===== src/rtl/intc_pkg.sv =====
// Shared definitions for the interrupt arbiter: register offsets, FSM state encoding,
// the source-count limit check and the lowest-index priority helper.
// Optional feature macro: INTC_NEST_EN adds the nested-preemption states.
package intc_pkg;

    localparam int unsigned N_SRC_MAX = 8;

    // Word offsets, Dev_add[3:2]
    localparam logic [1:0] INTC_ENABLE  = 2'd0;
    localparam logic [1:0] INTC_PENDING = 2'd1;
    localparam logic [1:0] INTC_EDGE    = 2'd2;
    localparam logic [1:0] INTC_CUR     = 2'd3;

    typedef enum logic [2:0] {
        StIdle    = 3'd0,
        StReq     = 3'd1,
`ifdef INTC_NEST_EN
        StService = 3'd2,
        StNestReq = 3'd3,
        StNested  = 3'd4
`else
        StService = 3'd2
`endif
    } state_e;

    typedef struct packed {
        logic       found;
        logic [2:0] idx;
    } prio_t;

    function automatic bit n_src_ok(input int unsigned n, input int unsigned id_w);
        return (n >= 1) && (n <= N_SRC_MAX) && (id_w >= 1) && ((1 << id_w) >= n);
    endfunction

    // Lowest set index wins; scanning downwards lets the lowest hit overwrite the rest.
    function automatic prio_t prio_first(input logic [N_SRC_MAX-1:0] vec);
        prio_t r;
        r = '0;
        for (int i = N_SRC_MAX - 1; i >= 0; i--) begin
            if (vec[i]) begin
                r.found = 1'b1;
                r.idx   = 3'(i);
            end
        end
        return r;
    endfunction

endpackage


===== src/rtl/intc_if.sv =====
// Device-side bundle of the interrupt arbiter: IRQ lines, bridge register port and the
// int_req/int_id/int_ack handshake to CP0.
interface intc_if #(
    parameter int unsigned N_SRC = 6,
    parameter int unsigned ID_W  = 3
);
    logic [N_SRC-1:0] src_irq;
    logic             reg_we;
    logic [1:0]       reg_addr;
    logic [31:0]      reg_wdata;
    logic [31:0]      reg_rdata;
    logic             int_req;
    logic [ID_W-1:0]  int_id;
    logic             int_ack;
    logic             busy;

    modport slave (
        input  src_irq, reg_we, reg_addr, reg_wdata, int_ack,
        output reg_rdata, int_req, int_id, busy
    );

    modport master (
        output src_irq, reg_we, reg_addr, reg_wdata, int_ack,
        input  reg_rdata, int_req, int_id, busy
    );
endinterface


===== src/rtl/intc_prio_enc.sv =====
// Parameterised lowest-index priority encoder; idx is zero-extended to W bits.
module intc_prio_enc
    import intc_pkg::*;
#(
    parameter int unsigned N = 6,
    parameter int unsigned W = 3
) (
    input  logic [N-1:0] vec,
    output logic         found,
    output logic [W-1:0] idx
);
    logic [N_SRC_MAX-1:0] vec_ext;
    prio_t                res;

    // Pad to the helper's fixed width and pick the winner.
    always_comb begin
        vec_ext        = '0;
        vec_ext[N-1:0] = vec;
        res            = prio_first(vec_ext);
        found          = res.found;
        idx            = W'(res.idx);
    end
endmodule


===== src/rtl/intc_arbiter.sv =====
// Interrupt arbiter between device IRQ lines and CP0: register file, edge detect,
// request/service FSM. Optional feature macro: INTC_NEST_EN (one level of preemption).
module intc_arbiter
    import intc_pkg::*;
#(
    parameter int unsigned N_SRC = 6,
    parameter int unsigned ID_W  = 3
) (
    input logic   clk,
    input logic   reset,
    intc_if.slave bus
);
    if (!n_src_ok(N_SRC, ID_W)) begin : g_param_check
        $error("intc_arbiter: need 1 <= N_SRC <= 8 and 2**ID_W >= N_SRC");
    end

    state_e state_q, state_d;

    logic [N_SRC-1:0] enable_q, edge_q, pending_q, src_q;
    logic [N_SRC-1:0] eligible, rise, w1c, ack_clr, pending_d;
    logic [ID_W-1:0]  cur_id_q, win_idx;
    logic             win_found, req, busy, ack_taken, eoi, wr_enable, wr_pending, wr_edge;
    logic [31:0]      rdata;
    logic             unused_wdata;

`ifdef INTC_NEST_EN
    logic [ID_W-1:0] save_id_q;
    logic            preempt;
`endif

    assign eligible   = pending_q & enable_q;
    assign wr_enable  = bus.reg_we && (bus.reg_addr == INTC_ENABLE);
    assign wr_pending = bus.reg_we && (bus.reg_addr == INTC_PENDING);
    assign wr_edge    = bus.reg_we && (bus.reg_addr == INTC_EDGE);
    assign eoi        = bus.reg_we && (bus.reg_addr == INTC_CUR);
    // An ack only counts while a request is actually on the wire.
    assign ack_taken  = bus.int_ack && req;

    assign rise    = bus.src_irq & ~src_q;
    assign w1c     = wr_pending ? bus.reg_wdata[N_SRC-1:0] : '0;
    assign ack_clr = ack_taken ? (N_SRC'(1) << win_idx) : '0;
    // Edge bits: set beats clear. Level bits: plain registered copy of the line.
    assign pending_d = (edge_q & ((pending_q & ~w1c & ~ack_clr) | rise))
                     | (~edge_q & bus.src_irq);

    assign unused_wdata = ^bus.reg_wdata[31:N_SRC];

    intc_prio_enc #(
        .N (N_SRC),
        .W (ID_W)
    ) u_prio_enc (
        .vec   (eligible),
        .found (win_found),
        .idx   (win_idx)
    );

`ifdef INTC_NEST_EN
    assign preempt = win_found && (win_idx < cur_id_q);
`endif

    // Register file, source history and pending capture.
    always_ff @(posedge clk) begin
        if (reset) begin
            enable_q  <= '0;
            edge_q    <= '0;
            pending_q <= '0;
            src_q     <= '0;
        end else begin
            src_q     <= bus.src_irq;
            pending_q <= pending_d;
            if (wr_enable) enable_q <= bus.reg_wdata[N_SRC-1:0];
            if (wr_edge)   edge_q   <= bus.reg_wdata[N_SRC-1:0];
        end
    end

    // In-service id: captured on ack; a nested EOI restores the preempted id.
    always_ff @(posedge clk) begin
        if (reset) begin
            cur_id_q  <= '0;
`ifdef INTC_NEST_EN
            save_id_q <= '0;
`endif
        end else if (ack_taken) begin
            cur_id_q <= win_idx;
`ifdef INTC_NEST_EN
            if (state_q == StNestReq) save_id_q <= cur_id_q;
        end else if (eoi && (state_q == StNested)) begin
            cur_id_q <= save_id_q;
`endif
        end
    end

    // FSM state register.
    always_ff @(posedge clk) begin
        if (reset) state_q <= StIdle;
        else       state_q <= state_d;
    end

    // FSM next state; an ack beats a same-cycle EOI.
    always_comb begin
        state_d = state_q;
        unique case (state_q)
            StIdle: if (win_found) state_d = StReq;
            StReq: begin
                if (ack_taken)       state_d = StService;
                else if (!win_found) state_d = StIdle;
            end
            StService: begin
                if (eoi)          state_d = StIdle;
`ifdef INTC_NEST_EN
                else if (preempt) state_d = StNestReq;
`endif
            end
`ifdef INTC_NEST_EN
            StNestReq: begin
                if (ack_taken)     state_d = StNested;
                else if (eoi)      state_d = StIdle;
                else if (!preempt) state_d = StService;
            end
            StNested: if (eoi) state_d = StService;
`endif
            default: state_d = StIdle;
        endcase
    end

    // FSM outputs.
    always_comb begin
        req  = 1'b0;
        busy = 1'b0;
        unique case (state_q)
            StReq:     req  = 1'b1;
            StService: busy = 1'b1;
`ifdef INTC_NEST_EN
            StNestReq: begin
                req  = 1'b1;
                busy = 1'b1;
            end
            StNested:  busy = 1'b1;
`endif
            default: ;
        endcase
    end

    // Combinational read mux; reserved bits read as zero.
    always_comb begin
        rdata = '0;
        case (bus.reg_addr)
            INTC_ENABLE:  rdata[N_SRC-1:0] = enable_q;
            INTC_PENDING: rdata[N_SRC-1:0] = pending_q;
            INTC_EDGE:    rdata[N_SRC-1:0] = edge_q;
            INTC_CUR: begin
                if (busy) begin
                    rdata[31]       = 1'b1;
                    rdata[ID_W-1:0] = cur_id_q;
                end
            end
            default: ;
        endcase
    end

    assign bus.int_req   = req;
    assign bus.int_id    = req ? win_idx : '0;
    assign bus.busy      = busy;
    assign bus.reg_rdata = rdata;

endmodule


===== src/flat_wrapper.sv =====
// flat-port wrapper written by rule: the top's interface ports become plain ports
module intc_arbiter_flat import intc_pkg::*;
#(
    parameter int unsigned N_SRC = 6,
    parameter int unsigned ID_W  = 3
)
  (clk, reset, bus_src_irq, bus_reg_we, bus_reg_addr, bus_reg_wdata, bus_int_ack, bus_reg_rdata, bus_int_req, bus_int_id, bus_busy);
  intc_if #(.N_SRC(N_SRC), .ID_W(ID_W)) bus_i ();
  input logic clk;
  input logic reset;
  input wire logic [$bits(bus_i.src_irq)-1:0] bus_src_irq;
  input wire logic [$bits(bus_i.reg_we)-1:0] bus_reg_we;
  input wire logic [$bits(bus_i.reg_addr)-1:0] bus_reg_addr;
  input wire logic [$bits(bus_i.reg_wdata)-1:0] bus_reg_wdata;
  input wire logic [$bits(bus_i.int_ack)-1:0] bus_int_ack;
  output wire logic [$bits(bus_i.reg_rdata)-1:0] bus_reg_rdata;
  output wire logic [$bits(bus_i.int_req)-1:0] bus_int_req;
  output wire logic [$bits(bus_i.int_id)-1:0] bus_int_id;
  output wire logic [$bits(bus_i.busy)-1:0] bus_busy;
  assign bus_i.src_irq = bus_src_irq;
  assign bus_i.reg_we = bus_reg_we;
  assign bus_i.reg_addr = bus_reg_addr;
  assign bus_i.reg_wdata = bus_reg_wdata;
  assign bus_i.int_ack = bus_int_ack;
  assign bus_reg_rdata = bus_i.reg_rdata;
  assign bus_int_req = bus_i.int_req;
  assign bus_int_id = bus_i.int_id;
  assign bus_busy = bus_i.busy;
  intc_arbiter #(.N_SRC(N_SRC), .ID_W(ID_W)) u_core (.clk(clk), .reset(reset), .bus(bus_i));
endmodule

===== config.mk =====
export PLATFORM = sky130hd
export DESIGN_NAME = intc_arbiter_flat
export DESIGN_NICKNAME = d
export VERILOG_FILES = /design/src/rtl/intc_pkg.sv /design/src/rtl/intc_if.sv /design/src/rtl/intc_prio_enc.sv /design/src/rtl/intc_arbiter.sv /design/src/flat_wrapper.sv
export SDC_FILE = /design/constraint.sdc
export NUM_CORES = 1
export LEC_CHECK = 0
export ABC_AREA = 1
export BUFFER_PORTS_ARGS = -buffer_cell sky130_fd_sc_hd__buf_2
export CORE_MARGIN = 8
export CORE_UTILIZATION = 49
export DETAILED_ROUTE_END_ITERATION = 8
export PLACE_DENSITY = 0.85
export SYNTH_ARGS = -nofsm -noshare
export SYNTH_HDL_FRONTEND = slang
export SYNTH_SLANG_ARGS = --single-unit

===== constraint.sdc =====
create_clock -name clk -period 2.1 [get_ports clk]
set_input_delay 0.315 -clock clk [delete_from_list [all_inputs] [get_ports clk]]
set_output_delay 0.315 -clock clk [all_outputs]
set_load 0.03 [all_outputs]

==> results of run 1 <==
==> state kept, by name, indices dropped and copies added (netlist names) <==
signal / flops
u_core.edge_q: 6
u_core.pending_q: 6
u_core.cur_id_q: 3
u_core.state_q: 2
u_core.src_q: 6
u_core.enable_q: 6
==> power groups by stage <==
stage / sequential, mW / clock, mW / combinational [mW]
4_1_cts: 0.593 / 0.331 / 0.205
3_5_place_dp: 0.606 / 0 / 0.205
6_report: 0.594 / 0.323 / 0.207
2_1_floorplan: 0.602 / 0 / 0.190
3_3_place_gp: 0.605 / 0 / 0.202
5_1_grt: 0.596 / 0.355 / 0.225
==> path summary, 6_finish.rpt <==
kind                                            end  slack [ps]
worst max-delay path                  bus_int_id[0]         250
worst min-delay path                u_core.src_q[5]         180
worst max register to register  u_core.pending_q[5]         830
worst min register to register  u_core.pending_q[5]         480
==> cell families (layout without fill, tap and decap cells) <==
| logic type | count (synthesis) | count (layout) | share of synthesized area |
|---|---|---|---|
| other | 1 | 25 | 0.00232 |
| flip-flops | 29 | 29 | 0.359 |
| AND/OR/NAND/NOR | 123 | 123 | 0.357 |
| buffers and inverters | 53 | 64 | 0.185 |
| AO/OA/AOI/OAI | 27 | 27 | 0.0968 |
==> final cells by class <==
type	instances	area [um^2]
Fill cell	341	1490
Clock inverter	2	10.0
Timing Repair Buffer	31	160
Sequential cell	29	581
Multi-Input combinational cell	175	827
Tap cell	46	57.6
Inverter	25	93.8
Clock buffer	6	41.3
==> metrics by stage <==
stage                     utilization  cell area (um^2)  hold slack (ps)
after floorplan                     -              1710              398
after global placement          0.528              1720              448
after detailed placement        0.528              1720              460
after CTS                       0.543              1770              178
after global routing            0.543              1770              180
final                           0.543              1770              185
==> placed cells by master (no fill, tap or decap), drive strengths merged <==
master / count
nand3: 12
nand2: 71
clkbuf: 6
o2111ai: 1
nor2: 30
buf: 31
a31oi: 1
a22oi: 1
conb: 25
inv: 25
a21oi: 12
o211ai: 1
nor3: 2
clkinv: 2
o21ai: 11
nand4: 8
dfxtp: 29
==> per-layer routing <==
layer | GRT usage | routed length (um) | up-vias
li1 | - | - | 760
met1 | 0.156 | 1590 | 658
met2 | 0.246 | 1800 | 49
met3 | 0.0464 | 353 | 8
met4 | 0.0754 | 65 | 0
met5 | 0 | 0 | -
==> worst register-to-register path: cells and delay by family (launching register included) <==
family / cells / cell delay (ps)
simple gates: 8 / 820
flops: 1 / 350
==> summary.txt, run 1 <==
Placement
  – Post-place setup slack: 541 ps
  – Placed Cells incl. Taps: 306
  – Placer Congestion: 0.925
  – IO Port Bufs: 29
  – Hpwl dp: 2910 um

Floorplan
  – Die H: 73.4 um
  – Core area: 3260 um^2
  – # rows: 21
  – Initial Util: 0.496
  – Die Area: 5390 um^2
  – Die width: 73.4 um
  – I/O pin cnt: 81

STA
  – Final slew viol count: 0
  – Worst Skew: 7.16 ps
  – Minimum clock period: 1850 ps
  – Final WS setup: 248 ps
  – Setup_tns: 0 ps
  – Final setup viols: 0
  – RSZ-0062 raised after global routing: false
  – Hold Fails Final Rpt: 0
  – Max Fclk: 540 MHz
  – Final period utilization: 0.882

Logic synthesis
  – Synth cell count leaders: 66 x nand2_1, 29 x dfxtp_1, 26 x buf_4
  – Yosys top cell area share: 0.359
  – Synth Cell Area: 1620 um^2
  – Yosys warns: 0
  – Syn avg cell area: 6.94 um^2
  – FF+latch count, synth: 29
  – Area contributors post-synth: dfxtp_1 36%, nand2_1 15%, buf_4 12%
  – Post-synth EDFFs: 0
  – Area leader, netlist: dfxtp_1
  – Post-synth ARST share: 0
  – Sequential fraction of the synthesis area: 0.359
  – Synth unique cells: 25
  – Main synth FF type: dfxtp_1
  – Synth Instances: 233
  – Top-count cell post-synth: nand2_1

Worst setup path
  – Worst Path Required: 1780 ps
  – Crit path depth: 9
  – Critical path type: flip-flop to primary output
  – Most used cell, CP: nand2_1
  – Slowest-stage cell, CP: dfxtp_1
  – CP bufs+invs: 2
  – Sequence of cells on the critical path: nand2_1 -> inv_1 -> nand2_1 -> nand2_1 -> nand2_1 -> nand2_1 -> nand2_2 -> nor2_1 -> buf_2
  – Worst-path maximum fanout: 6
  – FF-to-FF path depth: 8
  – Max incr delay on CP: 370 ps
  – Critical path launch point type: flip-flop
  – Reg-to-Reg Start: u_core.pending_q[0]
  – CP delay by family, top: simple AND/OR/NAND/NOR gates
  – Critical path data arrival time: 1540 ps
  – Crit path capture type: primary output
  – Crit path from: u_core.pending_q[5]

Final layout
  – Fin nets: 311
  – Post-Layout Cell Count: 314
  – Synthesis-to-finish area growth: 9.52%
  – Share of layout cells above drive strength 1: 0.209
  – N_diodes: 0

Detailed routing
  – Drt wl/cell: 12.1 um
  – First-pass detailed-route iteration total: 4
  – Vias per cell: 4.70
  – Post-DRT Antenna Nets: 0
  – DR vias: 1475
  – Total wire length: 3810 um
  – Drt initial violations: 88
  – DRC: 0

Global route
  – First-pass GRT wire length: 5960 um
  – Initial antenna violation count: 0
  – Vias in the first global route: 1364
  – GR Overflow Total: 0
  – Global Route Usage Sum: 0.145
  – Largest net degree at the start of global routing: 16

Pwr
  – Sw power: 0.373 mW
  – Part of the power in registers: 0.529
  – Total Power Consumption: 1.12 mW
  – PwrDens: 635 nW/um^2
  – Combinational power share: 0.184
  – Clock power frac: 0.287
  – Net Sw Frac: 0.332
  – Peak supply drop: 0.000404 V
  – Cell-internal power: 0.751 mW
  – Leakage power: 0.880 nW

Clocking
  – Hold_buf cts: 0
  – Total CTS buffers: 5
  – CTS tree: done
  – H-tree levels: 2
  – Clock slew at reported path FFs: 90 ps
  – Post_cts resized: 0
  – Clock sinks: 29
  – Max clock buf depth: 2
  – Post-CTS Setup Bufs: 0
  – Latest clock arrival within the worst-skew pair: 330 ps
  – CTS root buf: clkbuf_4

Hold path
  – HP Start: bus_src_irq[5]
  – WHS Path Cells: 3
  – Worst min-delay path class: primary input to flip-flop

Flow run
  – # Max-Cap Violations: 0

Outcome
  – Status: completed
Power figures use the tool's default switching activity.
==> run 2, diff against run 1 <==
ABC_CLOCK_PERIOD_IN_PS = 2100   (was not set)
CORE_MARGIN = not set   (was 8)
==> summary.txt, run 2 (synthesis results as in run 1) <==
Floorplan
  – Die H: 59.4 um (was 73.4 um)
  – Core area: 3100 um^2 (was 3260 um^2)
  – # rows: 20 (was 21)
  – Die Area: 3530 um^2 (was 5390 um^2)
  – Initial Util: 0.521 (was 0.496)
  – I/O pin cnt: 81 (unchanged)
  – Die width: 59.4 um (was 73.4 um)

Worst setup path
  – Worst-path maximum fanout: 4 (was 6)
  – Max incr delay on CP: 400 ps (was 370 ps)
  – Slowest-stage cell, CP: dfxtp_1 (unchanged)
  – Critical path data arrival time: 1510 ps (was 1540 ps)
  – Worst Path Required: 1780 ps (about the same)
  – Sequence of cells on the critical path: inv_1 -> nor3_2 -> a22oi_1 -> nand3_1 -> buf_2 (was nand2_1 -> inv_1 -> nand2_1 -> nand2_1 -> nand2_1 -> nand2_1 -> nand2_2 -> nor2_1 -> buf_2)
  – Crit path capture type: primary output (unchanged)
  – Critical path type: flip-flop to primary output (unchanged)
  – Critical path launch point type: flip-flop (unchanged)

Clocking
  – Post_cts resized: 0 (unchanged)
  – CTS root buf: clkbuf_4 (unchanged)
  – Clock sinks: 29 (unchanged)
  – Post-CTS Setup Bufs: 0 (unchanged)
  – H-tree levels: 2 (unchanged)
  – Max clock buf depth: 2 (unchanged)
  – Total CTS buffers: 5 (unchanged)
  – Latest clock arrival within the worst-skew pair: 330 ps (about the same)
  – CTS tree: done (unchanged)
  – Hold_buf cts: 0 (unchanged)
  – Clock slew at reported path FFs: 90 ps (about the same)

Detailed routing
  – Total wire length: 3380 um (was 3810 um)
  – First-pass detailed-route iteration total: 4 (unchanged)
  – Post-DRT Antenna Nets: 0 (unchanged)
  – Drt initial violations: 53 (was 88)
  – Vias per cell: 4.87 (was 4.70)
  – DRC: 0 (unchanged)
  – DR vias: 1514 (was 1475)
  – Drt wl/cell: 10.9 um (was 12.1 um)

Global route
  – First-pass GRT wire length: 5570 um (was 5960 um)
  – Global Route Usage Sum: 0.219 (was 0.145)
  – Largest net degree at the start of global routing: 16 (unchanged)
  – Initial antenna violation count: 0 (unchanged)
  – Vias in the first global route: 1274 (was 1364)
  – GR Overflow Total: 0 (unchanged)

STA
  – Final WS setup: 271 ps (was 248 ps)
  – Final slew viol count: 0 (unchanged)
  – Final period utilization: 0.871 (was 0.882)
  – Setup_tns: 0 ps (unchanged)
  – Hold Fails Final Rpt: 0 (unchanged)
  – Fin Hold WS: 189 ps (was 185 ps)
  – Minimum clock period: 1830 ps (was 1850 ps)
  – Final setup viols: 0 (unchanged)
  – RSZ-0062 raised after global routing: false (unchanged)
  – Worst Skew: 8.58 ps (was 7.16 ps)
  – Max Fclk: 547 MHz (was 540 MHz)

Pwr
  – PwrDens: 648 nW/um^2 (was 635 nW/um^2)
  – Leakage power: 0.880 nW (about the same)
  – Peak supply drop: 0.000472 V (was 0.000404 V)

Placement
  – Post-place setup slack: 471 ps (was 541 ps)
  – IO Port Bufs: 29 (unchanged)
  – Placer Congestion: 0.910 (was 0.925)
  – Placed inst area: 1720 um^2 (about the same)
  – Hpwl dp: 2510 um (was 2910 um)

Flow run
  – # Max-Cap Violations: 0 (unchanged)

Final layout
  – N_diodes: 0 (unchanged)
  – Synthesis-to-finish area growth: 9.60% (was 9.52%)
  – Fill cells: 333 (was 341)
  – Commonest non-fill, non-tap cells in the layout: 66 x nand2_1, 29 x buf_2, 29 x dfxtp_1, 25 x conb_1, 23 x inv_1 (unchanged)
  – Most common cell after layout, fill and taps aside: nand2_1 (unchanged)
  – Fin nets: 311 (unchanged)
  – Share of layout cells above drive strength 1: 0.206 (was 0.209)
  – Post-route cell area: 1770 um^2 (about the same)

Hold path
  – Worst min-delay path class: primary input to flip-flop (unchanged)

Outcome
  – Status: completed (unchanged)
-- run 2: cell count changes in the layout (fill, tap and decap cells not counted) --
cell      change
clkinv_2      -2
clkbuf_8      +1
-- run 2: cell type report --
cell class              instances  area (um^2)  share of cell area
inverters                      25         93.8              0.0530
well taps                      44         55.1              0.0311
repair buffers                 31          160              0.0904
clock buffers                   7         55.1              0.0311
flip-flops and latches         29          581               0.328
multi-input cells             175          827               0.467
-- run 2: stage by stage --
step,util,instances,total power [mW]
2_1_floorplan,-,257,0.792
4_1_cts,0.571,311,1.15
6_report,0.571,311,1.15
5_1_grt,0.571,311,1.20
3_3_place_gp,0.553,304,0.806
3_5_place_dp,0.553,304,0.809
-- run 2: final timing paths --
| kind | slack (ps) | endpoint | depth (start not counted) | start |
|---|---|---|---|---|
| worst max-delay path | 270 | bus_reg_rdata[1] | 5 | u_core.state_q[1] |
| worst min-delay path | 190 | u_core.src_q[4] | 3 | bus_src_irq[4] |
| worst max register to register | 850 | u_core.pending_q[0] | 9 | u_core.pending_q[4] |
| worst min register to register | 470 | u_core.pending_q[0] | 3 | u_core.src_q[0] |
-- run 2: per-layer routing --
| metal | vias to the layer above | GRT usage | wire length [um] |
|---|---|---|---|
| li1 | 756 | - | - |
| met1 | 688 | 0.293 | 1530 |
| met5 | - | 0 | 0 |
| met4 | 0 | 0.119 | 36 |
| met3 | 5 | 0.0524 | 258 |
| met2 | 65 | 0.323 | 1560 |
-- run 2: critical path, delay by kind of cell (launching register included) --
family          cells  cell delay [ps]
flops               1              400
simple gates        2              390
buf+inv             2              280
compound gates      1              110
-- run 2: where the power goes --
group	internal (mW)	switching, mW
clock network	0.158	0.192
registers	0.576	0.0173
logic	0.0476	0.158
total	0.781	0.367
==> run 3, diff against run 2 <==
--- a/config.mk
+++ b/config.mk
@@ -7,9 +7,9 @@
 export LEC_CHECK = 0
 export ABC_AREA = 1
-export ABC_CLOCK_PERIOD_IN_PS = 2100
+export ABC_CLOCK_PERIOD_IN_PS = 1950
 export BUFFER_PORTS_ARGS = -buffer_cell sky130_fd_sc_hd__buf_2
-export CORE_UTILIZATION = 49
+export CORE_UTILIZATION = 45
 export DETAILED_ROUTE_END_ITERATION = 8
-export PLACE_DENSITY = 0.85
+export PLACE_DENSITY = 0.79
 export SYNTH_ARGS = -nofsm -noshare
 export SYNTH_HDL_FRONTEND = slang
==> constraint.sdc (replaced) <==
create_clock -name clk -period 1.95 [get_ports clk]
set_input_delay 0.0975 -clock clk [delete_from_list [all_inputs] [get_ports clk]]
set_output_delay 0.0975 -clock clk [all_outputs]
set_load 0.03 [all_outputs]
==> summary.txt, run 3 (synthesis results as in run 1) <==
Outcome
  – Status: completed (unchanged)

Worst setup path
  – Crit path capture type: primary output (unchanged)
  – Max incr delay on CP: 360 ps (was 400 ps)
  – Worst Path Required: 1850 ps (was 1780 ps)
  – Critical path type: flip-flop to primary output (unchanged)
  – Crit path from: u_core.pending_q[5] (was u_core.state_q[1])
  – CP bufs+invs: 2 (unchanged)
  – Critical path data arrival time: 1520 ps (was 1510 ps)
  – Critical path launch point type: flip-flop (unchanged)
  – Sequence of cells on the critical path: nand2_1 -> inv_1 -> nand2_1 -> nand2_1 -> nand2_1 -> nand2_1 -> nand2_2 -> nor2_1 -> buf_2 (was inv_1 -> nor3_2 -> a22oi_1 -> nand3_1 -> buf_2)
  – CP delay by family, top: simple AND/OR/NAND/NOR gates (was flip-flops)
  – Worst-path maximum fanout: 6 (was 4)
  – Reg-to-Reg Start: u_core.pending_q[3] (was u_core.pending_q[4])
  – Most used cell, CP: nand2_1
  – Slowest-stage cell, CP: dfxtp_1 (unchanged)

Hold path
  – Worst min-delay path class: primary input to flip-flop (unchanged)
  – HP Start: bus_reg_wdata[2] (was bus_src_irq[4])

Pwr
  – Cell-internal power: 0.887 mW (was 0.781 mW)
  – Net Sw Frac: 0.311 (was 0.320)
  – Part of the power in registers: 0.497 (was 0.517)
  – Leakage power: 0.910 nW (was 0.880 nW)
  – Combinational power share: 0.178 (was 0.179)
  – Peak supply drop: 0.000337 V (was 0.000472 V)
  – PwrDens: 699 nW/um^2 (was 648 nW/um^2)
  – Sw power: 0.400 mW (was 0.367 mW)
  – Clock power frac: 0.325 (was 0.305)

Final layout
  – N_diodes: 0 (unchanged)
  – Commonest non-fill, non-tap cells in the layout: 66 x nand2_1, 29 x buf_2, 29 x dfxtp_1, 25 x conb_1, 23 x inv_1 (unchanged)
  – Most common cell after layout, fill and taps aside: nand2_1 (unchanged)
  – Share of layout cells above drive strength 1: 0.205 (was 0.206)
  – Fin nets: 316 (was 311)
  – Synthesis-to-finish area growth: 13.9% (was 9.60%)
  – Core Util, Final: 0.543 (was 0.571)
  – Fill cells: 354 (was 333)

Global route
  – Met3 global-route usage: 0.0559 (was 0.0524)
  – GRT met1 Usage: 0.266 (was 0.293)
  – First-pass GRT wire length: 5580 um (was 5570 um)
  – GR Overflow Total: 0 (unchanged)
  – Global Route Usage Sum: 0.206 (was 0.219)
  – Vias in the first global route: 1320 (was 1274)
  – Busiest grt layer: met2 (unchanged)
  – Initial antenna violation count: 0 (unchanged)
  – M2 GR Usage: 0.329 (was 0.323)
  – Largest net degree at the start of global routing: 16 (unchanged)

Detailed routing
  – First-pass detailed-route iteration total: 4 (unchanged)
  – Drt initial violations: 44 (was 53)
  – Total wire length: 3450 um (was 3380 um)
  – Vias per cell: 4.73 (was 4.87)
  – Post-DRT Antenna Nets: 0 (unchanged)
  – Drt wl/cell: 10.8 um (was 10.9 um)
  – DR vias: 1508 (was 1514)
  – DRC: 0 (unchanged)

Flow run
  – # Max-Cap Violations: 0 (unchanged)

Clocking
  – Clock sinks: 29 (unchanged)
  – CTS tree: done (unchanged)
  – Clock slew at reported path FFs: 90 ps (about the same)
  – Max clock buf depth: 2 (unchanged)
  – CTS root buf: clkbuf_4 (unchanged)
  – Post-CTS Setup Bufs: 0 (unchanged)
  – Total CTS buffers: 5 (unchanged)
  – H-tree levels: 2 (unchanged)
  – Latest clock arrival within the worst-skew pair: 330 ps (about the same)

STA
  – Final setup viols: 0 (unchanged)
  – Setup_tns: 0 ps (unchanged)
  – RSZ-0062 raised after global routing: false (unchanged)
  – Fin Hold WS: 30.0 ps (was 189 ps)
  – Hold Fails Final Rpt: 0 (unchanged)
  – Worst Skew: 6.70 ps (was 8.58 ps)
  – Final period utilization: 0.829
  – Minimum clock period: 1620 ps
  – Final slew viol count: 0 (unchanged)
  – Max Fclk: 618 MHz

Placement
  – IO Port Bufs: 29 (unchanged)
  – Hpwl dp: 2570 um (was 2510 um)
  – Placer Congestion: 0.940 (was 0.910)

Floorplan
  – Die H: 61.9 um (was 59.4 um)
  – Initial Util: 0.477 (was 0.521)
  – Die width: 61.9 um (was 59.4 um)
  – Core area: 3390 um^2 (was 3100 um^2)
  – I/O pin cnt: 81 (unchanged)
  – Die Area: 3840 um^2 (was 3530 um^2)
  – # rows: 21 (was 20)
==> run 3: layout make-up <==
cell class	instances	area [um^2]	area share
Clock inverter	1	5.00	0.00272
Sequential cell	29	581	0.315
Multi-Input combinational cell	175	827	0.449
Timing Repair Buffer	36	213	0.115
Tap cell	46	57.6	0.0312
Inverter	25	93.8	0.0510
Clock buffer	7	65.1	0.0353
==> run 3: metrics by stage <==
| step | area, um^2 | std cells | total power [mW] | worst slack [ps] |
|---|---|---|---|---|
| floorplan | 1710 | 257 | 0.853 | 482 |
| global placement | 1710 | 305 | 0.869 | 704 |
| detailed placement | 1710 | 305 | 0.872 | 681 |
| CTS | 1840 | 319 | 1.30 | 309 |
| global route | 1840 | 319 | 1.35 | 167 |
| finish | 1840 | 319 | 1.29 | 333 |
==> run 3: power by group through the flow <==
stage | combinational, mW | clock, mW | sequential (mW)
2_1_floorplan | 0.204 | 0 | 0.648
3_3_place_gp | 0.217 | 0 | 0.652
3_5_place_dp | 0.219 | 0 | 0.653
4_1_cts | 0.229 | 0.429 | 0.639
5_1_grt | 0.255 | 0.452 | 0.642
6_report | 0.229 | 0.419 | 0.640
==> run 3: final timing paths <==
| check | to | slack, ps | cells after the start |
|---|---|---|---|
| worst max-delay path | bus_int_id[0] | 330 | 9 |
| worst min-delay path | u_core.enable_q[2] | 30 | 3 |
| worst max register to register | u_core.pending_q[3] | 690 | 7 |
| worst min register to register | u_core.enable_q[5] | 480 | 2 |
==> run 3: worst reg2reg max path, cell delays in order (launching register included) <==
cell and delay, ps:
dfxtp_1 370, nand2_1 90, nand2_2 110, nand3_2 160
nor2_4 130, inv_1 60, nor2_1 160, o21ai_1 70
==> run 3: repair_timing <==
item / in CTS / in global routing
hold endpoints to repair: 6 / 0
hold buffers: 6 / 0
setup endpoints to repair: 0 / 0
resized for setup: 0 / 0
==> run 3: layer usage <==
layer / part of all wire / wire (um)
met1: 0.47 / 1630
met2: 0.45 / 1560
met3: 0.067 / 230
met4: 0.011 / 38
met5: 0 / 0
